[src/rtl/pipeline_hazard_ctrl_pkg.sv]
// ---------------------------------------------------------------------------
// pipeline_hazard_ctrl_pkg
// Shared pipeline definitions: hazard FSM state encodings and the default
// memory-wait timeout used by the hazard controller.
// ---------------------------------------------------------------------------
package pipeline_hazard_ctrl_pkg;

    // Hazard controller FSM states; encodings are visible on the state port.
    typedef enum logic [1:0] {
        ST_RUN        = 2'd0,
        ST_LOAD_STALL = 2'd1,
        ST_IMEM_WAIT  = 2'd2,
        ST_DMEM_WAIT  = 2'd3
    } hz_state_e;

    // Default number of memory-wait cycles before declaring a timeout.
    localparam int unsigned MAX_WAIT_DEFAULT = 15;

    // Width of the memory-wait cycle counter.
    localparam int unsigned WAIT_CNT_W = 8;

endpackage

[src/rtl/pipeline_hazard_ctrl_hazard_detect.sv]
// ---------------------------------------------------------------------------
// hazard_detect
// Load-use comparator: flags when the load in EX writes a register that the
// instruction in ID reads. Register 0 is hard-wired to zero and never
// creates a dependency. Shared with the forwarding logic.
//
// Ports:
//   ex_mem_read_i  EX instruction is a load
//   ex_rt_i        load destination register
//   id_rs_i        ID rs field
//   id_rt_i        ID rt field
//   id_uses_rt_i   ID instruction actually reads rt
//   load_use_o     dependency detected
// ---------------------------------------------------------------------------
module hazard_detect (
    input  logic       ex_mem_read_i,
    input  logic [4:0] ex_rt_i,
    input  logic [4:0] id_rs_i,
    input  logic [4:0] id_rt_i,
    input  logic       id_uses_rt_i,
    output logic       load_use_o
);

    logic rs_match;
    logic rt_match;

    assign rs_match   = (ex_rt_i == id_rs_i);
    assign rt_match   = id_uses_rt_i && (ex_rt_i == id_rt_i);
    assign load_use_o = ex_mem_read_i && (ex_rt_i != 5'd0) && (rs_match || rt_match);

endmodule

[src/rtl/pipeline_hazard_ctrl.sv]
// ---------------------------------------------------------------------------
// pipeline_hazard_ctrl
// Pipeline hazard controller. Decides each cycle whether the PC advances,
// whether IF/ID holds or is flushed, whether ID/EX gets a bubble and whether
// the back end freezes. Covers load-use stalls, taken-branch flushes and
// instruction/data memory waits with a timeout. Outputs are Mealy: they
// react in the same cycle the condition is seen.
//
// Parameters:
//   CNT_W     width of the saturating stall counter
//   MAX_WAIT  memory-wait cycles before timeout (1..255)
//
// Ports:
//   clk, reset                    clock, synchronous active-high reset
//   id_rs, id_rt, id_uses_rt      ID instruction source operands
//   ex_mem_read, ex_rt            load in EX and its destination
//   branch_taken                  branch resolved taken
//   imem_ready                    instruction fetch data valid
//   dmem_req, dmem_ready          data memory access / completion
//   pc_write_en                   PC loads next value
//   if_id_hold, if_id_flush       IF/ID hold / insert bubble
//   id_ex_bubble                  zero ID/EX control fields
//   back_hold                     freeze EX/MEM and MEM/WB
//   state                         FSM state encoding
//   stall_count                   cycles with pc_write_en=0 (saturating)
//   timeout_err                   sticky memory-timeout flag
// ---------------------------------------------------------------------------
module pipeline_hazard_ctrl
    import pipeline_hazard_ctrl_pkg::*;
#(
    parameter int unsigned CNT_W    = 16,
    parameter int unsigned MAX_WAIT = MAX_WAIT_DEFAULT
) (
    input  logic             clk,
    input  logic             reset,
    input  logic [4:0]       id_rs,
    input  logic [4:0]       id_rt,
    input  logic             id_uses_rt,
    input  logic             ex_mem_read,
    input  logic [4:0]       ex_rt,
    input  logic             branch_taken,
    input  logic             imem_ready,
    input  logic             dmem_req,
    input  logic             dmem_ready,
    output logic             pc_write_en,
    output logic             if_id_hold,
    output logic             if_id_flush,
    output logic             id_ex_bubble,
    output logic             back_hold,
    output logic [1:0]       state,
    output logic [CNT_W-1:0] stall_count,
    output logic             timeout_err
);

    // Counter value during the final permitted wait cycle.
    localparam logic [WAIT_CNT_W-1:0] WAIT_LAST = WAIT_CNT_W'(MAX_WAIT - 1);

    hz_state_e              state_q, state_d;
    logic [WAIT_CNT_W-1:0]  wait_q, wait_d;
    logic [CNT_W-1:0]       stall_q;
    logic                   timeout_q;
    logic                   timeout_set;

    logic pc_we_c, hold_c, flush_c, bubble_c, back_hold_c;
    logic load_use;

    hazard_detect u_hazard_detect (
        .ex_mem_read_i (ex_mem_read),
        .ex_rt_i       (ex_rt),
        .id_rs_i       (id_rs),
        .id_rt_i       (id_rt),
        .id_uses_rt_i  (id_uses_rt),
        .load_use_o    (load_use)
    );

    // Next state and Mealy controls. Branches are deliberately not examined
    // outside RUN: the branch source holds the request until we are back.
    always_comb begin
        state_d     = state_q;
        wait_d      = wait_q;
        timeout_set = 1'b0;
        pc_we_c     = 1'b1;
        hold_c      = 1'b0;
        flush_c     = 1'b0;
        bubble_c    = 1'b0;
        back_hold_c = 1'b0;

        case (state_q)
            ST_RUN: begin
                // Clearing here means the counter is zero on entry to a wait.
                wait_d = '0;
                if (dmem_req && !dmem_ready) begin
                    state_d     = ST_DMEM_WAIT;
                    pc_we_c     = 1'b0;
                    hold_c      = 1'b1;
                    back_hold_c = 1'b1;
                end else if (branch_taken) begin
                    flush_c  = 1'b1;
                    bubble_c = 1'b1;
                end else if (load_use) begin
                    state_d  = ST_LOAD_STALL;
                    pc_we_c  = 1'b0;
                    hold_c   = 1'b1;
                    bubble_c = 1'b1;
                end else if (!imem_ready) begin
                    state_d = ST_IMEM_WAIT;
                    pc_we_c = 1'b0;
                    flush_c = 1'b1;
                end
            end

            ST_LOAD_STALL: begin
                state_d = ST_RUN;
            end

            ST_IMEM_WAIT: begin
                if (imem_ready) begin
                    state_d = ST_RUN;
                end else begin
                    pc_we_c = 1'b0;
                    flush_c = 1'b1;
                    if (wait_q == WAIT_LAST) begin
                        state_d     = ST_RUN;
                        timeout_set = 1'b1;
                    end else begin
                        wait_d = wait_q + 1'b1;
                    end
                end
            end

            ST_DMEM_WAIT: begin
                if (dmem_ready) begin
                    state_d = ST_RUN;
                end else begin
                    pc_we_c     = 1'b0;
                    hold_c      = 1'b1;
                    back_hold_c = 1'b1;
                    if (wait_q == WAIT_LAST) begin
                        state_d     = ST_RUN;
                        timeout_set = 1'b1;
                    end else begin
                        wait_d = wait_q + 1'b1;
                    end
                end
            end

            default: begin
                state_d = ST_RUN;
            end
        endcase
    end

    always_ff @(posedge clk) begin
        if (reset) begin
            state_q   <= ST_RUN;
            wait_q    <= '0;
            stall_q   <= '0;
            timeout_q <= 1'b0;
        end else begin
            state_q <= state_d;
            wait_q  <= wait_d;
            if (!pc_we_c && (stall_q != '1)) begin
                stall_q <= stall_q + CNT_W'(1);
            end
            if (timeout_set) begin
                timeout_q <= 1'b1;
            end
        end
    end

    // Reset forces the quiescent values onto every output in the reset
    // cycle itself, independent of the (possibly unknown) register contents.
    assign pc_write_en  = reset | pc_we_c;
    assign if_id_hold   = ~reset & hold_c;
    assign if_id_flush  = ~reset & flush_c;
    assign id_ex_bubble = ~reset & bubble_c;
    assign back_hold    = ~reset & back_hold_c;
    assign state        = reset ? ST_RUN : state_q;
    assign stall_count  = reset ? '0 : stall_q;
    assign timeout_err  = ~reset & timeout_q;

endmodule

[config.mk]
export PLATFORM = sky130hd
export DESIGN_NAME = pipeline_hazard_ctrl
export DESIGN_NICKNAME = d
export VERILOG_FILES = /design/src/rtl/pipeline_hazard_ctrl_pkg.sv /design/src/rtl/pipeline_hazard_ctrl_hazard_detect.sv /design/src/rtl/pipeline_hazard_ctrl.sv
export SDC_FILE = /design/constraint.sdc
export NUM_CORES = 1
export LEC_CHECK = 0
export CORE_MARGIN = 3
export CORE_UTILIZATION = 47
export DETAILED_ROUTE_END_ITERATION = 12
export PLACE_DENSITY = 0.74
export SYNTH_ARGS = -nofsm -noshare
export SYNTH_HDL_FRONTEND = slang
export SYNTH_SLANG_ARGS = --single-unit
[constraint.sdc]
create_clock -name clk -period 6.1 [get_ports clk]
set_input_delay 1.22 -clock clk [delete_from_list [all_inputs] [get_ports clk]]
set_output_delay 1.22 -clock clk [all_outputs]
set_load 0.01 [all_outputs]
==> flow_metrics.tcl <==
set metrics [dict create \
    p_leak_nw 0.857 \
    syn_nets 239 \
    detail-route-antenna-nets 0 \
    cts_hold_buf 0 \
    gr-usage-all-layers_pct 16.7 \
    area_growth_pct 31.4 \
    grt_max_degree 29 \
    netlist_top_cells_count "nor2_1, dfxtp_1, nor2b_1" \
    wl_per_cell_um 12.0 \
    max_freq_ghz 0.201 \
    crit_path_start_kind "input pin" \
    hold_viol_final 0 \
    grt_pass1_wl_um 5930 \
    first_global_vias 1403 \
    async_flop_share_pct 0 \
    ios 47 \
    worst-path-max-fanout 17 \
    yosysSeqAreaShare_pct 30.4 \
    combPwrFrac_pct 42.4 \
    drv_cap 0 \
    worst_slew_pin_slew_ns 0.939 \
    power.total_uw 550 \
    dieArea_mm2 0.00456 \
    crit_required_ns 4.88 \
    gr-total-overflow 0 \
    cts_max_level 1 \
    nets 287 \
    synth_ff_type "dfxtp_1" \
    cts.sinks 27 \
    relSlewSlack_pct 37.2 \
    synth_top_cell_area_share_pct 30.4 \
    worstSetupPathType "in2out" \
    setup_viol 0 \
    core_area_mm2 0.00349 \
    worst_path_max_delay_cell "clkdlybuf4s50_1" \
    skew_ns 0.00371 \
    synth_warnings 0 \
    die_w_um 67.6 \
    start_util_pct 50.9 \
    vias 1586 \
    synth-seq-cells 27 \
    p_int_uw 353 \
    synthesis.area_mm2 0.00178 \
    clkTransAtPathRegs_ns 0.10 \
    worstSkewPairLatency_ns 0.27 \
    post-route-period-util_pct 81.5 \
    drive_gt1_share_pct 7.81 \
    end_kind "output pin" \
    final_max_slew_viol_count 0 \
    drc 0 \
    p_seq_share_pct 38.5 \
    max_stage_delay_ns 0.48 \
    seqCellArea_um2 541 \
    fp.dieH_um 67.6 \
    hold_class "reg2reg" \
    ys_top_cells_by_area "dfxtp_1, nor2_1, mux2_1" \
    port_buffers 46 \
    cellPowerDensity_mw_per_mm2 235 \
    path_cells "clkdlybuf4s50_1, xor2_1, nor4_1, nand3_1, a211oi_2, o211ai_2, buf_4, or2_2, clkdlybuf4s50_1" \
    rsz0062_at_grt "false" \
    cts-buffers-inserted 3 \
    synth-edff-count 0 \
    fin_setup_tns_ns 0 \
    path_buf_inv 3 \
    drtPass1Iterations 4 \
    avgSynthCellArea_um2 8.52 \
    synth_most_common_cell "nor2_1" \
    post-cts-setup-buffers 0 \
    ys_types 44 \
    switching_power_uw 197 \
    cp_top_family "buffers and inverters" \
    antenna-diode-count 0 \
    period_minus_slack_ns 4.97 \
    cts.path.max_buffers 2 \
    num_rows 21 \
    vias_per_cell 5.25 \
    cp_common_cell "clkdlybuf4s50_1" \
    cts_resized 0 \
    netlist_instances 209 \
    yosysTopAreaCell "dfxtp_1" \
    drtIter0Drc 85 \
    fillers 300 \
    vdd_ir_drop_max_mv 0.171 \
    gp_congestion 0.795 \
    crit_arrival_ns 3.75 \
    p_clk_share_pct 19.1 \
    clock-root-buffer "clkbuf_8" \
    place_hpwl_um 2910 \
    routed_wl_um 3620 \
    cts_tree "built" \
    antenna_found_initial 0 \
    swShare_pct 35.8 \
    multi_input_area_mm2 0.00117 \
    status "complete, no violations" \
]
[cells by family after synthesis]
family / count (synthesis) / share of synthesized area [%]
buf+inv: 15 / 3.65
simple gates: 104 / 33.8
xor+xnor: 17 / 8.36
fa+ha+maj: 7 / 4.92
compound gates: 24 / 9.42
flops: 27 / 30.4
mux: 15 / 9.49
[layout by cell type, fill, tap and decap left out, types with 2 or more instances in the layout]
| cell type | instances |
|---|---|
| ha_1 | 7 |
| nor4b_1 | 4 |
| nor3_1 | 6 |
| o21ai_0 | 2 |
| nand3_1 | 10 |
| a211oi_1 | 2 |
| a21oi_1 | 8 |
| nor2_1 | 35 |
| and3_1 | 2 |
| mux2_2 | 5 |
| xor2_1 | 11 |
| and4_1 | 2 |
| xnor2_1 | 6 |
| o22ai_1 | 2 |
| nor4_4 | 3 |
| inv_1 | 9 |
| clkdlybuf4s50_1 | 46 |
| buf_4 | 3 |
| clkbuf_8 | 3 |
| nand2_1 | 4 |
| nand2b_1 | 2 |
| nor4_1 | 4 |
| dfxtp_1 | 27 |
| and2_1 | 2 |
| nand4_1 | 4 |
| mux2_1 | 10 |
| or3_1 | 2 |
| nor2b_1 | 18 |
[power by group through the flow]
stage	clock network, mW	registers (mW)	logic (mW)
after CTS	0.110	0.212	0.235
after global routing	0.116	0.215	0.259
after detailed placement	0	0.216	0.233
after floorplan	0	0.212	0.166
after global placement	0	0.216	0.233
final	0.105	0.212	0.233
[final timing paths]
path | endpoint | from | cells after the start | slack (ns)
setup / recovery | pc_write_en | ex_rt[2] | 9 | 1.13
hold / removal | timeout_q | timeout_q | 2 | 0.48
setup reg to reg | stall_q[3] | state_q[1] | 8 | 3.66
hold reg to reg | timeout_q | timeout_q | 2 | 0.48
[worst register-to-register path, cell delays in order (launching register included)]
cell and delay [ns]:
dfxtp_1 0.37, inv_1 0.14, ha_1 0.24, a21boi_0 0.51
o21ai_0 0.22, o211ai_2 0.18, buf_4 0.26, nor3_1 0.09
mux2_1 0.32
[layout make-up]
type / instances / share of cell area [%]
multi-input cells: 167 / 50.2
flip-flops and latches: 27 / 23.1
repair buffers: 49 / 20.6
well taps: 46 / 2.46
clock buffers: 3 / 1.76
inverters: 9 / 1.44
clock inverters: 1 / 0.374
[per-stage QoR]
stage,hold WS (ns),cell area [um2],worst slack [ns],utilization (%),instances
final,0.484,2340,1.13,67.0,302
after global routing,0.520,2340,0.947,67.0,302
after CTS,0.495,2340,1.10,67.0,302
after detailed placement,0.471,2290,1.10,65.5,298
after global placement,0.453,2290,1.20,65.5,298
after floorplan,0.429,1780,2.19,-,209
[routing by layer]
layer  share of wire [%]  GRT usage (%)  vias up
met5                   0              0        -
met4                0.66           3.80        0
met3                 3.3           3.33        2
met2                  50           28.6       21
met1                  46           21.4      735
li1                    -              -      828
[state kept, by name, summed over array words and instances, names as in the netlist]
| name | count |
|---|---|
| stall_q | 16 |
| state_q | 2 |
| timeout_q | 1 |
| wait_q | 8 |
Note: power is estimated with default switching activity, not from simulation.
